--- src/rtl/spi_ram_ctrl.sv ---
// Command-decoding RAM behind an SPI slave: {opcode,payload} words drive address/data
// loads, with optional burst auto-increment, an output handshake and sticky error flags.
module spi_ram_ctrl #(
   parameter int DATA_WIDTH = 8,
   parameter int ADDR_SIZE  = 8,
   parameter int MEM_DEPTH  = 256,
   parameter bit AUTO_INC   = 1'b1
) (
   input  logic                  clk,
   input  logic                  rst,
   input  logic [DATA_WIDTH+1:0] din,
   input  logic                  rx_valid,
   output logic                  rx_ready,
   output logic [DATA_WIDTH-1:0] dout,
   output logic                  tx_valid,
   input  logic                  tx_ready,
   output logic                  drop_err,
   output logic                  addr_err
);

   typedef enum logic {IDLE, HOLD} state_t;

   localparam logic [1:0] OP_WR_ADDR = 2'b00;
   localparam logic [1:0] OP_WR_DATA = 2'b01;
   localparam logic [1:0] OP_RD_ADDR = 2'b10;
   localparam logic [1:0] OP_RD_DATA = 2'b11;

   localparam logic [ADDR_SIZE:0]   DEPTH = (ADDR_SIZE+1)'(MEM_DEPTH);
   localparam logic [ADDR_SIZE-1:0] LAST  = ADDR_SIZE'(MEM_DEPTH-1);

   logic [DATA_WIDTH-1:0] mem [MEM_DEPTH];

   state_t                state, state_nxt;
   logic [ADDR_SIZE-1:0]  wr_addr, rd_addr;
   logic [1:0]            op;
   logic [DATA_WIDTH-1:0] payload;
   logic                  accept, wr_oor, rd_oor;

   assign op       = din[DATA_WIDTH+1:DATA_WIDTH];
   assign payload  = din[DATA_WIDTH-1:0];
   assign rx_ready = (state == IDLE);
   assign accept   = rx_valid && rx_ready;
   assign wr_oor   = ({1'b0, wr_addr} >= DEPTH);
   assign rd_oor   = ({1'b0, rd_addr} >= DEPTH);

   // Increment wraps at the configured depth, not at the address-width boundary.
   function automatic logic [ADDR_SIZE-1:0] step(input logic [ADDR_SIZE-1:0] a);
      return (a == LAST) ? '0 : a + 1'b1;
   endfunction

   always_ff @(posedge clk) begin
      if (rst) state <= IDLE;
      else     state <= state_nxt;
   end

   always_comb begin
      state_nxt = state;
      case (state)
         IDLE: if (accept && op == OP_RD_DATA) state_nxt = HOLD;
         HOLD: if (tx_ready) state_nxt = IDLE;
         default: state_nxt = IDLE;
      endcase
   end

   // Memory has no reset so contents survive a controller reset.
   always_ff @(posedge clk) begin
      if (!rst && accept && op == OP_WR_DATA && !wr_oor) mem[wr_addr] <= payload;
   end

   always_ff @(posedge clk) begin
      if (rst) begin
         dout     <= '0;
         tx_valid <= 1'b0;
         drop_err <= 1'b0;
         addr_err <= 1'b0;
         wr_addr  <= '0;
         rd_addr  <= '0;
      end else begin
         if (rx_valid && !rx_ready) drop_err <= 1'b1;
         if (state == HOLD && tx_ready) tx_valid <= 1'b0;
         if (accept) begin
            case (op)
               OP_WR_ADDR: wr_addr <= payload[ADDR_SIZE-1:0];
               OP_WR_DATA: begin
                  // Out-of-range addresses hold so they stay out of range until reloaded.
                  if (wr_oor)        addr_err <= 1'b1;
                  else if (AUTO_INC) wr_addr  <= step(wr_addr);
               end
               OP_RD_ADDR: rd_addr <= payload[ADDR_SIZE-1:0];
               default: begin
                  tx_valid <= 1'b1;
                  if (rd_oor) begin
                     dout     <= '0;
                     addr_err <= 1'b1;
                  end else begin
                     dout <= mem[rd_addr];
                     if (AUTO_INC) rd_addr <= step(rd_addr);
                  end
               end
            endcase
         end
      end
   end

endmodule
--- config.mk ---
export PLATFORM = sky130hd
export DESIGN_NAME = spi_ram_ctrl
export DESIGN_NICKNAME = d
export VERILOG_FILES = /design/src/rtl/spi_ram_ctrl.sv
export SDC_FILE = /design/constraint.sdc
export NUM_CORES = 2
export LEC_CHECK = 0
export ABC_AREA = 0
export CORE_ASPECT_RATIO = 0.5
export CORE_MARGIN = 1
export CORE_UTILIZATION = 28
export DETAILED_ROUTE_END_ITERATION = 6
export PLACE_DENSITY = 0.43
export SYNTH_ARGS = -nofsm -noshare
export SYNTH_HDL_FRONTEND = slang
export SYNTH_SLANG_ARGS = --single-unit
export TNS_END_PERCENT = 10
--- constraint.sdc ---
create_clock -name clk -period 3.1 [get_ports clk]
set_clock_uncertainty 0.05 [all_clocks]
set_input_delay 0.62 -clock clk [delete_from_list [all_inputs] [get_ports clk]]
set_output_delay 0.62 -clock clk [all_outputs]
set_load 0.005 [all_outputs]
Yosys cells after proc, flatten, opt, wreduce, memory -nomap -nowiden
Memories as Yosys holds them, arrays and structs flattened. A register that Yosys moved wholly into a read port is not among the register bits.
Index checks and enable logic that the tools add are counted.
{"block": "word_totals", "in_bits": 14, "out_inout_bits": 12, "elab_cells": 42, "mem_bits_rw": 2048, "memories": 1, "register_bits": 19}
{"block": "op_classes", "bitwise": 3, "muxes": 12, "n_addsub": 2, "reduce_logical": 14, "n_eq_ne": 5}
{"name": "mem", "words": 256, "word_bits": 8, "read_ports": 1, "rd_clocked_by_memory_dff": 1, "wr": 1, "line": "31", "text": "logic [DATA_WIDTH-1:0] mem [MEM_DEPTH];"}
{"cell": "$pmux 8 s2", "count": 2}
{"cell": "$add 8x1->8 const B", "count": 2}
{"cell": "$eq 8x8->1 const B", "count": 2}
{"cell": "$mux 8", "count": 2}
{"cell": "$mux 1", "count": 7}
{"cell": "$logic_and 1x1->1", "count": 6}
{"cell": "$reduce_and 2->1", "count": 3}
{"cell": "$eq 2x2->1 const B", "count": 2}
{"cell": "$not 1->1", "count": 3}
{"cell": "$reduce_or 3->1", "count": 1}
{"cell": "$eq 2x1->1 const B", "count": 1}
{"cell": "$logic_not 2->1", "count": 1}
{"cell": "$pmux 1 s2", "count": 1}
{"cell": "$reduce_bool 2->1", "count": 1}
{"cell": "$reduce_or 2->1", "count": 1}
{"cell": "$logic_not 1->1", "count": 1}

Longest topological paths before layout
{"block": "depth", "depth_word": 6, "mapped_depth": 12}

Worst setup path before layout
Ideal clock, no wire load.
{"block": "synth_path", "path_kind": "input port to flip-flop", "from": "input din[8]", "to": "memory mem[115][0], enable pin", "cell_stages": 6, "slack_ps": 288, "setup_time_ps": 370, "arrival_time_ps": 2391, "t_required_ps": 2680, "cell_sequence": "clkinv_1 nor4_2 buf_2 nand3_1 clkbuf_1 nor2_1"}
{"block": "synth_between", "elab_chain_cells": 4}
{"item": "start: declaration", "line": "11", "text": "input logic [DATA_WIDTH+1:0] din,"}
{"item": "$eq 2x1->1", "line": "67", "text": "if (!rst && accept && op == OP_WR_DATA && !wr_oor) mem[wr_addr] <= payload;"}
{"item": "$logic_and 1x1->1", "line": "67"}
{"item": "$mux 1", "line": "67"}
{"item": "$mux 1 (implied by the code)", "line": "67"}
{"item": "end: declaration", "line": "31"}
Every way passes these cells.

==> qor.yml <==
status: "finished with violations"
violations: "negative setup slack"
setup_viol: 1
area.growth.synth_to_final_pct: 19.79
io_buffers: 24
post_cts_buffers: 0
rows: 139
cts_buffers: 211
dieArea_sq_mm: 0.2920
dieHeight_um: 382.6
postSynthCellCount: 4016
grt_max_degree: 97
synth_area_per_cell_sq_um: 20.20
p_leak_uw: 0.02999
synth-seq-cells: 2075
rsz0062_at_grt: "no"
synth_common_cells: "2048 x edfxtp_1, 420 x mux4_2, 284 x nor2_1"
drc: 0
die_w_um: 763.2
gr-usage-all-layers_pct: 15.66
start_util_pct: 28.22
yosysSeqAreaShare_pct: 76.48
n_fill_cell: 27080
ys.flop_type: "edfxtp_1"
io_pins: 26
synthesis.nets: 4035
hold_ws_ps: 152.8
fmax_ghz: 0.3199
crit_fanout: 37
peakVddDrop_uv: 458.0
first_global_vias: 43210
relSlewSlack_pct: 31.95
power_uw: 59900
fin_ws_ps: -26.01
hold_viol: 0
fin_nets: 4620
layout_min_cycle_time_ps: 3126
drv_cap: 0
cts_tree: "done"
num_antenna_cells: 0
wire_per_inst_um: 26.83
htreeDepth: 4
drtIter0Drc: 4002
grt_antenna_before_repair: 7
clk_path_buf_depth: 4
ant_nets: 0
cts_root_buffer: "clkbuf_16"
synth-edff-count: 2048
core_sq_mm: 0.2875
clock_latency_ps: 870
dr_total_vias: 41680
cts_hold_buffers: 0
timing.final.crit_share_pct: 100.8
grt_overflow: 0
power.density_mw_per_mm2: 616.4
synth_async_sr_flop_share_pct: 0
tightest_slew_ps: 1012
synth_top_area_share_pct: 75.81
critPathKind: "register to register"
whs_path_depth: 1
clock-sinks: 2075
finalWeightedCongestion: 0.8083
yosysMostFrequentCell: "edfxtp_1"
ys_types: 72
via_per_inst: 4.819
drive_gt1_share_pct: 29.87
yosys_warnings: 0
routed_wl_um: 232100
cp-start-kind: "register"
clkTransAtPathRegs_ps: 60
syn_area_sq_mm: 0.08112
place_hpwl_um: 150500
end_kind: "register"
ff2ff_path_depth: 8
cp.arrival_ps: 3770
place_ws_ps: -209.0
synth_top_area_cell: "edfxtp_1"
dr.pass1.iters: 5
worstPathRequired_ps: 3740
worstHoldPathType: "input pin to register"
grt_pass1_wl_um: 329400
slew_viol_final: 0
synthTopCellsByArea: "edfxtp_1 76%, mux4_2 12%, mux2i_1 1.8%, nor2_1 1.3%, dfxtp_1 0.67%"
cells in the final DEF (no fill, tap or decap), drive strengths merged, types with 9 or more instances in the layout:
cell              n
nor3             65
clkinv           95
mux4            429
clkinvlp          9
clkdlybuf4s50    16
buf             607
nand2           138
edfxtp         2048
o221ai           61
nand3            96
dfxtp            27
o31ai            15
clkbuf          253
mux2i           143
nand4            15
inv              10
a22oi            71
mux2             43
o2111ai          13
nor2b            11
bufinv           25
or3               9
o22ai            56
a21oi            77
o21ai            27
nor4              9
a211oi           30
nor2            284
cell type report:
cell class                 instances  area [sq um]  share of cell area (%)
clock buffer                     253          5522                   5.682
tap                             3877          4851                   4.992
clock inverter                   130          1294                   1.331
timing repair buffer             623          5818                   5.987
multi-input combinational       1681         17600                   18.11
inverter                           9         35.03                 0.03605
sequential                      2075         62050                   63.86
routing by layer:
layer | GRT usage (%) | wire length (um)
met5 | 0 | 0
met4 | 3.246 | 4557
met1 | 22.47 | 107300
met3 | 2.142 | 10940
met2 | 25.45 | 109300
stage by stage:
stage / instance area, sq um / instances / TNS [ps] / util [%]
2_1_floorplan: 81120 / 4016 / 0 / -
3_3_place_gp: 90320 / 8265 / -14730 / 31.42
3_5_place_dp: 90320 / 8265 / -6114 / 31.42
4_1_cts: 97140 / 8648 / 0 / 33.79
5_1_grt: 97180 / 8648 / 0 / 33.80
6_report: 97180 / 8648 / -26.01 / 33.80
report_power, final:
group / switching (uW) / leakage, uW / internal [uW]
logic: 2150 / 0.00803 / 1340
registers: 60.4 / 0.0186 / 30800
clock network: 10800 / 0.00334 / 14700
total: 13000 / 0.0300 / 46900
registers in the layout, indices dropped and copies added (netlist names):
name / cells
mem: 2048
dout: 8
rd_addr: 8
wr_addr: 8
drop_err: 1
state: 1
tx_valid: 1
worst max-delay path, stage by stage (launching register included):
cell and delay [ps]:
dfxtp_4 700, buf_4 250, nor2b_4 50, buf_12 170
a22oi_1 210, nand2_1 110, o31ai_1 780, o31a_1 440
o31ai_2 110
path summary, 6_finish.rpt:
path	startpoint	endpoint	slack, ps
max	rd_addr[4]	dout[3]	-30
min	din[6]	mem[160][6]	150
max reg2reg	rd_addr[4]	dout[3]	-30
min reg2reg	tx_valid	tx_valid	410
timing repair:
action,CTS,global route
pin swaps,0,1
cloned,0,0
resized for setup,2,8
endpoints found under the setup margin,1,8
cells by family after synthesis:
| group | count (synthesis) | share of synthesized area [%] |
|---|---|---|
| simple gates | 668 | 3.702 |
| mux | 615 | 14.31 |
| flops | 2075 | 76.48 |
| fa+ha+maj | 5 | 0.07712 |
| buf+inv | 260 | 1.984 |
| other cells | 1 | 0.004623 |
| compound gates | 391 | 3.430 |
| xor+xnor | 1 | 0.01080 |
Power figures use the tool's default switching activity.
